`config.mk`:
```
export PLATFORM = sky130hd
export DESIGN_NAME = uart_tx_arbiter
export DESIGN_NICKNAME = d
export VERILOG_FILES = /design/src/rtl/uart_tx_arbiter.sv
export SDC_FILE = /design/constraint.sdc
export NUM_CORES = 1
export LEC_CHECK = 0
export BUFFER_PORTS_ARGS = -buffer_cell sky130_fd_sc_hd__buf_2
export CORE_MARGIN = 2
export CORE_UTILIZATION = 55
export CTS_BUF_LIST = sky130_fd_sc_hd__clkbuf_8
export DETAILED_ROUTE_END_ITERATION = 16
export PLACE_DENSITY = 0.81
export SKIP_CTS_REPAIR_TIMING = 1
export SLEW_MARGIN = 5
export SYNTH_ARGS = -nofsm -noshare
export SYNTH_HDL_FRONTEND = slang
export SYNTH_SLANG_ARGS = --single-unit
```
`constraint.sdc`:
```
create_clock -name clk -period 2.4 [get_ports clk]
set_clock_uncertainty 0.2 [all_clocks]
set_input_delay 0.24 -clock clk [delete_from_list [all_inputs] [get_ports clk]]
set_output_delay 0.24 -clock clk [all_outputs]
set_load 0.02 [all_outputs]
```
`src/rtl/uart_tx_arbiter.sv`:
```
// uart_tx_arbiter: round-robin sharing of one uart_tx serializer between NUM_REQ byte sources,
// with per-requester lock for atomic messages and a WAIT watchdog for a missing TX_Done.
module uart_tx_arbiter #(
  parameter int NUM_REQ      = 2,
  parameter int TIMEOUT_CLKS = 16384
) (
  input  logic                 clk,
  input  logic                 rst_n,
  input  logic [NUM_REQ-1:0]   i_req_valid,
  input  logic [8*NUM_REQ-1:0] i_req_byte,
  input  logic [NUM_REQ-1:0]   i_req_lock,
  output logic [NUM_REQ-1:0]   o_req_ready,
  output logic [NUM_REQ-1:0]   o_grant,
  output logic [7:0]           o_tx_byte,
  output logic                 o_tx_dv,
  input  logic                 i_tx_active,
  input  logic                 i_tx_done,
  output logic                 o_busy,
  output logic                 o_timeout
);
  localparam int PW = NUM_REQ > 1 ? $clog2(NUM_REQ) : 1;
  localparam int CW = $clog2(TIMEOUT_CLKS + 1);
  typedef enum logic [2:0] {IDLE, GRANT, SEND, WAIT, GAP} state_t;
  state_t state, state_d;
  logic [PW-1:0] rr_ptr, rr_d, lock_id, lock_id_d, win, sel;
  logic lock_vld, lock_vld_d, found, go;
  logic [CW-1:0] cnt, cnt_d;
  logic [NUM_REQ-1:0] ready_d, grant_d;
  logic [7:0] byte_d;
  logic dv_d, timeout_d;
  // first valid requester after the last winner
  always_comb begin
    win = '0;
    found = 1'b0;
    for (int k = 1; k <= NUM_REQ; k++) begin
      if (!found && i_req_valid[PW'((int'(rr_ptr) + k) % NUM_REQ)]) begin
        found = 1'b1;
        win = PW'((int'(rr_ptr) + k) % NUM_REQ);
      end
    end
  end
  always_comb begin
    state_d = state;
    rr_d = rr_ptr;
    lock_id_d = lock_id;
    lock_vld_d = lock_vld;
    cnt_d = cnt;
    ready_d = '0;
    grant_d = o_grant;
    byte_d = o_tx_byte;
    dv_d = 1'b0;
    timeout_d = 1'b0;
    sel = win;
    go = 1'b0;
    case (state)
      IDLE: begin
        if (lock_vld && i_req_valid[lock_id]) begin
          sel = lock_id;
          go = 1'b1;
        end else if (!(lock_vld && i_req_lock[lock_id])) begin
          lock_vld_d = 1'b0;
          go = found;
        end
        if (go) begin
          state_d = GRANT;
          byte_d = i_req_byte[{sel, 3'b000} +: 8];
          ready_d[sel] = 1'b1;
          grant_d = ready_d;
          rr_d = sel;
          lock_id_d = sel;
          lock_vld_d = i_req_lock[sel];
        end
      end
      GRANT: begin
        state_d = SEND;
        dv_d = !i_tx_active;
      end
      SEND: begin
        state_d = o_tx_dv ? WAIT : SEND;
        dv_d = !o_tx_dv && !i_tx_active;
      end
      WAIT: begin
        cnt_d = cnt + 1'b1;
        if (i_tx_done) state_d = GAP;
        else if (cnt == CW'(TIMEOUT_CLKS - 1)) begin
          state_d = GAP;
          timeout_d = 1'b1;
          lock_vld_d = 1'b0;
        end
      end
      GAP: begin
        state_d = IDLE;
        cnt_d = '0;
      end
      default: state_d = IDLE;
    endcase
  end
  always_ff @(posedge clk or negedge rst_n) begin
    if (!rst_n) begin
      state <= IDLE;
      rr_ptr <= PW'(NUM_REQ - 1);
      lock_id <= '0;
      lock_vld <= 1'b0;
      cnt <= '0;
      o_req_ready <= '0;
      o_grant <= '0;
      o_tx_byte <= '0;
      o_tx_dv <= 1'b0;
      o_busy <= 1'b0;
      o_timeout <= 1'b0;
    end else begin
      state <= state_d;
      rr_ptr <= rr_d;
      lock_id <= lock_id_d;
      lock_vld <= lock_vld_d;
      cnt <= cnt_d;
      o_req_ready <= ready_d;
      o_grant <= grant_d;
      o_tx_byte <= byte_d;
      o_tx_dv <= dv_d;
      o_busy <= state_d != IDLE;
      o_timeout <= timeout_d;
    end
  end
endmodule
```
; ---- Word level (Yosys, flattened, before mapping)
; Index checks and enable logic that the tools add are counted.
[totals]
word_cells = 82
ff_bits = 36
input_bits = 24
output_inout_bits = 15
[op_classes]
reduce_logical = 14
shifts = 1
mux = 39
n_lt_le_gt_ge = 5
add_sub_neg = 3
eq_ne = 9
[op_table]
columns = op, count
row1 = 15-bit one-hot mux with 2 select lines, 1
row2 = 1-bit two-way mux, 29
row3 = 16-bit by 5-bit variable part select with 8-bit output, 1
row4 = 15-bit by 1-bit adder with 15-bit output (second input constant), 1
row5 = 15-bit by 14-bit equality test with 1-bit output (second input constant), 1
row6 = 3-bit one-hot mux with 4 select lines, 1
row7 = 3-bit two-way mux, 3
row8 = 3-bit by 2-bit equality test with 1-bit output (second input constant), 2
row9 = 1-bit by 3-bit less-than comparator with 1-bit output (second input constant), 2
row10 = 3-bit inequality test (second input constant), 2
row11 = 1-bit logical AND, 5
row12 = 5-bit AND reduction, 1
row13 = 1-bit by 2-bit less-than comparator with 1-bit output (second input constant), 2
row14 = 2-bit two-way mux, 2
row15 = 2-bit inequality test (second input constant), 2
row16 = 1-bit one-hot mux with 2 select lines, 2
row17 = 2-bit nonzero test, 2
row18 = 3-bit by 1-bit equality test with 1-bit output (second input constant), 1
row19 = 3-bit equality test (second input constant), 1
row20 = 1-bit zero test, 3
row21 = 3-bit zero test, 1
row22 = 3-bit nonzero test, 1
row23 = 1-bit adder (second input constant), 2
row24 = 2-bit AND reduction, 1
row25 = 2 further kinds, 2

; ---- Logic depth before layout (Yosys ltp)
; Gate-level depths: netlist of the first run.
[depth]
word_depth = 16
mapped_depth = 6

; ---- Least setup slack after synthesis of the first run
; No wires, ideal clock.
[synth_path]
kind = reg2reg
start = reg state[2]
end = reg lock_vld
path_stages_with_launch = 7
setup_slack_ns = 0.621
period_less_slack_ns = 1.779
arrival_time_ns = 1.509
n_path_buf = 1
t_required_ns = 2.131
cell_sequence = dfrtp_1 buf_6 and3b_1 and3_4 a31oi_1 or4_1 nand3_1
[synth_between]
elab_chain_cells = 3
[synth_rtl]
columns = element, line
row1 = start: declaration, 24  ; state_t state, state_d;
row2 = start signal: assignment, 112  ; state <= state_d;
row3 = 3-bit by 2-bit equality test with 1-bit output / 3-bit zero test (equally long branches), 55  ; case (state)
row4 = "2-bit inequality test (no line), or another cell as far along", --
row5 = 5-bit AND reduction (no line), --
row6 = end signal: assignment, 115  ; lock_vld <= lock_vld_d;
row7 = end: declaration, 26  ; logic lock_vld, lock_vld_d, found, go;
; Parallel ways exist; a longest one is shown, timed or not.
; A chain may end at the register's enable or synchronous reset.

==> flow_summary.json, run 1 <==
{
  "peakVddDrop_uv": 565,
  "hpwl_um": 2490,
  "synth_compound_area_frac": 0.146,
  "hold_violations": 0,
  "syn_inst": 167,
  "clkSlewWorstSetupHoldPaths_ns": 0.08,
  "cp_slowest_cell": "nand2b_1",
  "path_buf_inv": 0,
  "n_antenna_cell": 0,
  "cts_root_buffer": "clkbuf_8",
  "clk_latency_ns": 0.29,
  "grt.busiest_layer": "met2",
  "crit_family": "simple AND/OR/NAND/NOR gates",
  "fin_area_mm2": 0.00202,
  "synth_edf_count": 0,
  "cts_tree": "done",
  "critPathLaunchType": "flip-flop",
  "use_met1": 0.284,
  "wl_um": 3400,
  "synthArstFlopShare": 1.00,
  "setup_tns_ns": 0,
  "crit_path_end_kind": "flip-flop",
  "r2r_start": "o_grant[1]$_DFFE_PN0P_",
  "die_x_um": 59.2,
  "start_util": 0.563,
  "synth_adder_area_share": 0.00746,
  "grt_pass1_wl_um": 5730,
  "finalNetCount": 234,
  "globalRouteOverflowTotal": 0,
  "period_share": 0.802,
  "wire_per_inst_um": 14.0,
  "setup_viol_count_final": 0,
  "synth_cell_types": 39,
  "numCtsBuffers": 5,
  "r2r_end": "o_tx_byte[2]$_DFFE_PN0P_",
  "grt_max_degree": 36,
  "rsz0062_at_grt": "no",
  "portBuffers": 38,
  "die_area_mm2": 0.00351,
  "htree_levels": 2,
  "hp-class": "primary input to flip-flop",
  "grt_pass1_vias": 1298,
  "p_per_area_mw_per_mm2": 1100,
  "grt_usage": 0.225,
  "synth_warnings": 0,
  "synth.most_common_cell": "dfrtp_1",
  "place_congestion": 0.845,
  "grtUsageMet2": 0.361,
  "outcome": "complete, no violations",
  "slew_viol_final": 0,
  "die_y_um": 59.2,
  "critPathKind": "flip-flop to flip-flop",
  "ys_seq_area_frac": 0.523,
  "netlist_area_mm2": 0.00168,
  "whs_ns": 0.0352,
  "drc": 0,
  "ys_top_cells_by_area": "dfrtp_1 51%, o21ai_0 6.3%, mux2i_1 5.4%, nand2_1 4.0%, nor2_1 3.1%",
  "synth_xor_xnor_area_share": 0.0157,
  "worst-slew-pin-transition_ns": 0.747,
  "max_freq_mhz": 519,
  "finalCoreUtilization": 0.677,
  "rows": 20,
  "cts_sinks": 35,
  "synth_top_family_by_area": "simple AND/OR/NAND/NOR gates",
  "min_path_cells": 3,
  "synth_top_flop_cell": "dfrtp_1",
  "placed_cell_area_mm2": 0.00187,
  "core_mm2": 0.00298,
  "antenna_left": 0,
  "via_per_inst": 5.75,
  "cp.arrival_ns": 1.87,
  "layout_min_cycle_time_ns": 1.93,
  "crit_required_ns": 2.34,
  "muxShareOfSynthArea": 0.0672,
  "cap_violations": 0,
  "yosysTopAreaCell": "dfrtp_1",
  "synth_area_per_cell_um2": 10.0,
  "yosysTopAreaCellShare": 0.507,
  "area_delta_synth_final_pct": 20.2,
  "ys_ff_latch": 35,
  "crit_fanout": 20,
  "crit_chain": "nand3_1 > a32oi_1 > nand2b_1 > o21ai_0",
  "synth_common_cells": "34 x dfrtp_1, 21 x o21ai_0, 18 x nand2_1, 14 x nor2_1",
  "syn_nets": 192,
  "p_leak_nw": 0.991,
  "total_power_mw": 2.21,
  "yosys.area_share.simple": 0.204,
  "num_vias": 1397,
  "groute.layer.met3.usage": 0.0546,
  "reg2reg_depth": 4,
  "drtIter0Drc": 41,
  "rrSetupSlack_ns": 0.47,
  "relSlewSlack": 0.502,
  "cts_max_path_buffers": 2,
  "dr.pass1.iters": 4,
  "io_pins": 39,
  "drive_gt1_frac": 0.257,
  "slowest_delay_ns": 0.54,
  "worstHoldStart": "i_req_byte[5]",
  "whs_endpoint": "o_tx_byte[5]$_DFFE_PN0P_",
  "antenna_found_initial": 0
}
cell families (layout without fill, tap and decap cells):
family | Yosys count | after routing
AO/OA/AOI/OAI | 42 | 42
XOR/XNOR | 3 | 3
adder cells (fa/ha/maj) | 1 | 1
buffers and inverters | 10 | 53
flip-flops | 35 | 35
multiplexers | 11 | 11
AND/OR/NAND/NOR | 65 | 65
per-layer routing:
| layer | part of all wire | vias to the layer above | routed length (um) |
|---|---|---|---|
| met3 | 0.055 | 4 | 188 |
| met5 | 0 | - | 0 |
| met2 | 0.51 | 43 | 1720 |
| met4 | 0.012 | 0 | 40 |
| met1 | 0.43 | 670 | 1450 |
| li1 | - | 680 | - |
power by group:
part / switching [mW] / leakage (nW) / internal (mW)
Clock: 0.209 / 0.0612 / 0.336
Combinational: 0.457 / 0.475 / 0.304
Sequential: 0.146 / 0.455 / 0.759
Total: 0.813 / 0.991 / 1.40
how the worst max path moves through the flow:
stage,cells past startpoint,slack [ns],startpoint,endpoint
2_1_floorplan,6,0.62,state[2]$_DFF_PN0_,lock_vld$_DFFE_PN0P_
3_3_place_gp,5,0.55,state[2]$_DFF_PN0_,lock_vld$_DFFE_PN0P_
3_5_place_dp,4,0.45,lock_vld$_DFFE_PN0P_,o_tx_byte[2]$_DFFE_PN0P_
4_1_cts,4,0.44,o_grant[1]$_DFFE_PN0P_,o_tx_byte[2]$_DFFE_PN0P_
5_1_grt,4,0.23,lock_vld$_DFFE_PN0P_,o_tx_byte[5]$_DFFE_PN0P_
6_report,4,0.47,o_grant[1]$_DFFE_PN0P_,o_tx_byte[2]$_DFFE_PN0P_
flip-flops by register name, indices dropped and copies added, names as in the netlist:
register	flops
o_grant	2
o_busy	1
state	3
cnt	15
o_req_ready	2
rr_ptr	1
o_timeout	1
lock_vld	1
o_tx_byte	8
o_tx_dv	1
layout make-up:
cell class,count,area (um^2)
clock buffers,6,82.6
well taps,33,41.3
multi-input cells,122,737
inverters,2,7.51
repair buffers,43,235
flip-flops and latches,35,877
fillers,220,962
clock inverters,2,35.0
through the flow:
stage,instances,setup slack (ns)
after floorplan,167,0.621
after global placement,232,0.553
after detailed placement,232,0.450
after CTS,240,0.436
after global routing,243,0.233
final,243,0.475
placed cells by master, fill, tap and decap left out, types with 2 or more instances in the layout:
| master | instances |
|---|---|
| buf_2 | 38 |
| dfrtp_1 | 34 |
| o21ai_0 | 21 |
| nand2_1 | 18 |
| nor2_1 | 14 |
| nand3_1 | 9 |
| mux2i_1 | 9 |
| nand4_1 | 6 |
| clkbuf_8 | 6 |
| a21oi_1 | 4 |
| a31oi_1 | 4 |
| nand2b_1 | 3 |
| nor3_1 | 3 |
| o31ai_1 | 3 |
| and3_1 | 3 |
| o21ai_1 | 3 |
| dlygate4sd3_1 | 3 |
| mux2_2 | 2 |
| inv_1 | 2 |
| o211ai_1 | 2 |
| xor2_1 | 2 |
| a21o_1 | 2 |
| buf_4 | 2 |
worst reg2reg max path: cells and delay by family, from the launching register on:
kind / cells / cell delay, ns
simple gates: 2 / 0.65
flops: 1 / 0.43
compound gates: 2 / 0.51
(Power assumes the default switching activity.)
==> inputs of run 2 (changes only) <==
- CORE_UTILIZATION: 55 -> 50
- PLACE_DENSITY: 0.81 -> 0.78
- clock period: 2.4 -> 1.6 ns (I/O delays scaled with it)
==> flow_summary.json, run 2 (same netlist as run 1, synthesis figures left out) <==
{
  "outcome": "complete, but fails checks",
  "violations": "negative hold slack, negative setup slack",
  "crit_chain": "and3b_1 > and3_4 > a31oi_1 > or4_1 > nand3_1",
  "numCtsBuffers": 5,
  "cp.depth": 5,
  "wire_per_inst_um": 15.1,
  "rsz0062_at_grt": "yes",
  "drtIter0Drc": 88,
  "worst-slew-pin-transition_ns": 0.396,
  "num_vias": 1612,
  "peakVddDrop_uv": 1140,
  "layout_commonest_cell": "buf_2",
  "core_mm2": 0.00328,
  "slowest_delay_ns": 0.42,
  "start_util": 0.510,
  "grt_pass1_vias": 1413,
  "grt_usage": 0.216,
  "cp_slowest_cell": "or4_1",
  "die_area_mm2": 0.00383,
  "cts_sinks": 35,
  "setup_viol_count_final": 4,
  "max_freq_mhz": 584,
  "crit_family": "simple AND/OR/NAND/NOR gates",
  "layout_min_cycle_time_ns": 1.71,
  "via_per_inst": 5.43,
  "whs_endpoint": "o_tx_byte[6]$_DFFE_PN0P_",
  "crit_path_end_kind": "flip-flop",
  "critPathKind": "flip-flop to flip-flop",
  "crit_required_ns": 1.62,
  "top_regs": "cnt: 15 flops, o_tx_byte: 8 flops, state: 3 flops",
  "r2r_start": "state[0]$_DFF_PN0_",
  "mostFrequentLayoutCells": "38 x buf_2, 33 x dfrtp_1, 31 x buf_4",
  "hold_violations": 3,
  "fillers": 210,
  "rrSetupSlack_ns": -0.11,
  "grt_max_degree": 21,
  "relSlewSlack": 0.736,
  "regArea_um2": 878,
  "globalRouteOverflowTotal": 0,
  "io_pins": 39,
  "cts_tree": "done",
  "cts_root_buffer": "clkbuf_8",
  "critPathLaunchType": "flip-flop",
  "pre_cts_slack_ns": -0.0791,
  "period_share": 1.07,
  "n_antenna_cell": 0,
  "p_per_area_mw_per_mm2": 1550,
  "wl_um": 4490,
  "min_path_cells": 3,
  "reg2reg_depth": 5,
  "cap_violations": 0,
  "die_y_um": 61.9,
  "hpwl_um": 2820,
  "r2r_end": "lock_vld$_DFFE_PN0P_",
  "total_power_mw": 3.77,
  "portBuffers": 38,
  "drive_gt1_frac": 0.386,
  "whs_ns": -0.0286,
  "largest_register": "cnt",
  "slew_viol_final": 0,
  "rows": 21,
  "finalWorstSetupSlack_ns": -0.111,
  "clkSlewWorstSetupHoldPaths_ns": 0.07,
  "grt_pass1_wl_um": 5990,
  "area_delta_synth_final_pct": 45.1,
  "cp.arrival_ns": 1.74,
  "antenna_left": 0,
  "largest_register_ffs": 15,
  "hp-class": "primary input to flip-flop",
  "multiInputGateArea_um2": 781,
  "dr.pass1.iters": 4,
  "die_x_um": 61.9,
  "antenna_found_initial": 0,
  "clk_latency_ns": 0.29,
  "path_buf_inv": 0,
  "drc": 0,
  "place_congestion": 0.818,
  "finalNetCount": 275,
  "p_leak_nw": 1.20,
  "cts_max_path_buffers": 2,
  "worstHoldStart": "i_req_byte[6]",
  "crit_fanout": 5,
  "htree_levels": 2
}
[run 2: cell types whose count changed in the layout (fill, tap and decap cells not counted), moves of 2 or more]
| cell | delta |
|---|---|
| buf_12 | +2 |
| dlygate4sd3_1 | +8 |
| nand3_1 | -2 |
| nand3_2 | +2 |
| buf_4 | +29 |
| nor2_1 | -2 |
| buf_6 | +2 |
[run 2: worst max path at each step]
stage | start | endpoint | slack, ns
floorplan | state[0]$_DFF_PN0_ | lock_vld$_DFFE_PN0P_ | -0.11
global placement | lock_vld$_DFFE_PN0P_ | lock_vld$_DFFE_PN0P_ | -0.02
detailed placement | state[2]$_DFF_PN0_ | lock_vld$_DFFE_PN0P_ | -0.08
CTS | state[2]$_DFF_PN0_ | lock_vld$_DFFE_PN0P_ | -0.09
global route | cnt[12]$_DFFE_PN0P_ | lock_vld$_DFFE_PN0P_ | -0.21
finish | state[0]$_DFF_PN0_ | lock_vld$_DFFE_PN0P_ | -0.11
[run 2: metal layers]
layer  part of all wire  up-vias  GRT usage  wire [um]
met5                  0        -          0          0
met4              0.013        0     0.0942         60
met3              0.053        8     0.0518        239
met2               0.53       59      0.352       2370
met1               0.41      779      0.274       1820
li1                   -      766          -          -
[run 2: stage by stage]
step                utilization  cell area [um^2]  instances  setup TNS [ns]
floorplan                     -              1680        167          -0.180
global placement          0.645              2120        273         -0.0274
detailed placement        0.645              2120        273          -0.522
CTS                       0.680              2230        281          -0.713
global route              0.741              2430        297           -1.86
finish                    0.741              2430        297          -0.252
[run 2: final cells by class]
class / instances / share of cell area
Timing Repair Buffer: 84 / 0.245
Multi-Input combinational cell: 122 / 0.321
Sequential cell: 35 / 0.361
Inverter: 2 / 0.00309
Clock buffer: 5 / 0.0283
Clock inverter: 3 / 0.0180
Tap cell: 46 / 0.0237
[run 2: power breakdown]
| group | switching [mW] | internal, mW |
|---|---|---|
| combinational | 0.895 | 0.778 |
| clock | 0.334 | 0.464 |
| sequential | 0.162 | 1.14 |
| total | 1.39 | 2.38 |
[run 2: worst min-delay path, stage by stage]
cell     delay [ns]
buf_2          0.08
mux2i_1        0.05
o21ai_0        0.13
==> inputs of run 3 (changes only) <==
- CORE_UTILIZATION: 50 -> 40
- PLACE_DENSITY: 0.78 -> 0.66
- RECOVER_POWER: unset -> 50
==> flow_summary.json, run 3 (same netlist as run 1, synthesis figures left out) <==
{
  "r2r_end": "lock_vld$_DFFE_PN0P_",
  "cts_tree": "done",
  "grt_max_degree": 21,
  "worstHoldStart": "i_req_byte[13]",
  "outcome": "complete, but fails checks",
  "setup_viol_count_final": 7,
  "multiInputGateArea_um2": 807,
  "worst-slew-pin-transition_ns": 0.496,
  "regArea_um2": 877,
  "portBuffers": 38,
  "via_per_inst": 5.04,
  "layout_min_cycle_time_ns": 1.66,
  "period_share": 1.04,
  "num_vias": 1543,
  "mostFrequentLayoutCells": "37 x buf_2, 36 x buf_4, 34 x dfrtp_1",
  "rsz0062_at_grt": "yes",
  "fillers": 357,
  "grt_pass1_vias": 1330,
  "whs_ns": -0.0201,
  "finalWorstSetupSlack_ns": -0.0590,
  "die_y_um": 68.7,
  "p_leak_nw": 1.24,
  "htree_levels": 2,
  "drive_gt1_frac": 0.395,
  "relSlewSlack": 0.669,
  "io_pins": 39,
  "start_util": 0.416,
  "largest_register": "cnt",
  "clkSlewWorstSetupHoldPaths_ns": 0.07,
  "cp.depth": 5,
  "layout_commonest_cell": "buf_2",
  "n_antenna_cell": 0,
  "rows": 23,
  "drc": 0,
  "crit_required_ns": 1.63,
  "drtIter0Drc": 52,
  "cap_violations": 0,
  "cp.arrival_ns": 1.69,
  "grt_usage": 0.180,
  "finalNetCount": 280,
  "path_buf_inv": 0,
  "numCtsBuffers": 5,
  "die_x_um": 68.7,
  "crit_chain": "nor2b_1 > a21oi_2 > mux2i_1 > or4_1 > nand3_1",
  "antenna_left": 0,
  "slowest_delay_ns": 0.46,
  "globalRouteOverflowTotal": 0,
  "area_delta_synth_final_pct": 47.4,
  "r2r_start": "lock_vld$_DFFE_PN0P_",
  "core_mm2": 0.00403,
  "hp-class": "primary input to flip-flop",
  "cts_max_path_buffers": 2,
  "p_per_area_mw_per_mm2": 1480,
  "grt_pass1_wl_um": 6110,
  "largest_register_ffs": 15,
  "dr.pass1.iters": 4,
  "antenna_found_initial": 0,
  "cp_slowest_cell": "or4_1",
  "cts_sinks": 35,
  "cts_root_buffer": "clkbuf_8",
  "crit_fanout": 5,
  "reg2reg_depth": 5,
  "violations": "negative hold slack, negative setup slack",
  "wl_um": 4150,
  "cp-endpoint": "lock_vld$_DFFE_PN0P_",
  "slew_viol_final": 0,
  "crit_path_end_kind": "flip-flop",
  "setup_tns_ns": -0.182,
  "peakVddDrop_uv": 617,
  "startpoint": "lock_vld$_DFFE_PN0P_",
  "clk_latency_ns": 0.29,
  "critPathKind": "flip-flop to flip-flop",
  "die_area_mm2": 0.00473,
  "wire_per_inst_um": 13.6,
  "max_freq_mhz": 603,
  "critPathLaunchType": "flip-flop",
  "crit_family": "simple AND/OR/NAND/NOR gates",
  "rrSetupSlack_ns": -0.06,
  "hpwl_um": 2810,
  "hold_violations": 2,
  "top_regs": "cnt: 15 flops, o_tx_byte: 8 flops, state: 3 flops",
  "place_congestion": 0.830,
  "pre_cts_slack_ns": -0.0635
}
==> run 3: cell types whose count changed in the layout (fill, tap and decap cells not counted), sizes merged <==
cell / delta
inv: +1
clkbuf: +4
bufinv: -1
buf: +2
dlygate4sd3: +1
clkinv: -2
==> run 3: metrics by stage <==
stage	power, mW	utilization	std cells	cell area [um^2]
after global placement	2.83	0.537	282	2160
after CTS	3.57	0.561	290	2260
after global routing	3.95	0.613	306	2470
final	3.67	0.613	306	2470
after floorplan	2.21	-	167	1680
after detailed placement	2.86	0.537	282	2160
==> run 3: worst min path at each step <==
stage / to / slack, ns / depth (start not counted)
after CTS: o_grant[0]$_DFFE_PN0P_ / -0.37 / 1
final: o_tx_byte[5]$_DFFE_PN0P_ / -0.02 / 3
after global routing: o_tx_byte[5]$_DFFE_PN0P_ / 0.004 / 3
after floorplan: cnt[0]$_DFFE_PN0P_ / -0.34 / 0
after detailed placement: o_grant[0]$_DFFE_PN0P_ / -0.06 / 1
after global placement: o_grant[1]$_DFFE_PN0P_ / -0.06 / 1
==> run 3: cell type report <==
class / instances / share of cell area
clock buffers: 7 / 0.0390
clock inverters: 1 / 0.00152
inverters: 2 / 0.00304
multi-input cells: 122 / 0.327
flip-flops and latches: 35 / 0.355
well taps: 50 / 0.0253
repair buffers: 89 / 0.250
==> run 3: per-layer routing <==
metal | track usage | up-vias | share of wire
met5 | 0 | - | 0
met4 | 0.0735 | 0 | 0.026
met3 | 0.0519 | 11 | 0.052
met2 | 0.300 | 43 | 0.49
met1 | 0.217 | 714 | 0.43
li1 | - | 775 | -
==> run 3: report_power, final <==
part	switching [mW]	leakage [nW]	internal, mW
combinational	0.866	0.727	0.804
clock	0.306	0.0557	0.386
sequential	0.166	0.455	1.14
total	1.34	1.24	2.33
==> run 3: worst register-to-register path, stage by stage (launching register included) <==
cell and delay [ns]:
dfrtp_1 0.45, nor2b_1 0.17, a21oi_2 0.15, mux2i_1 0.09, or4_1 0.46, nand3_1 0.09
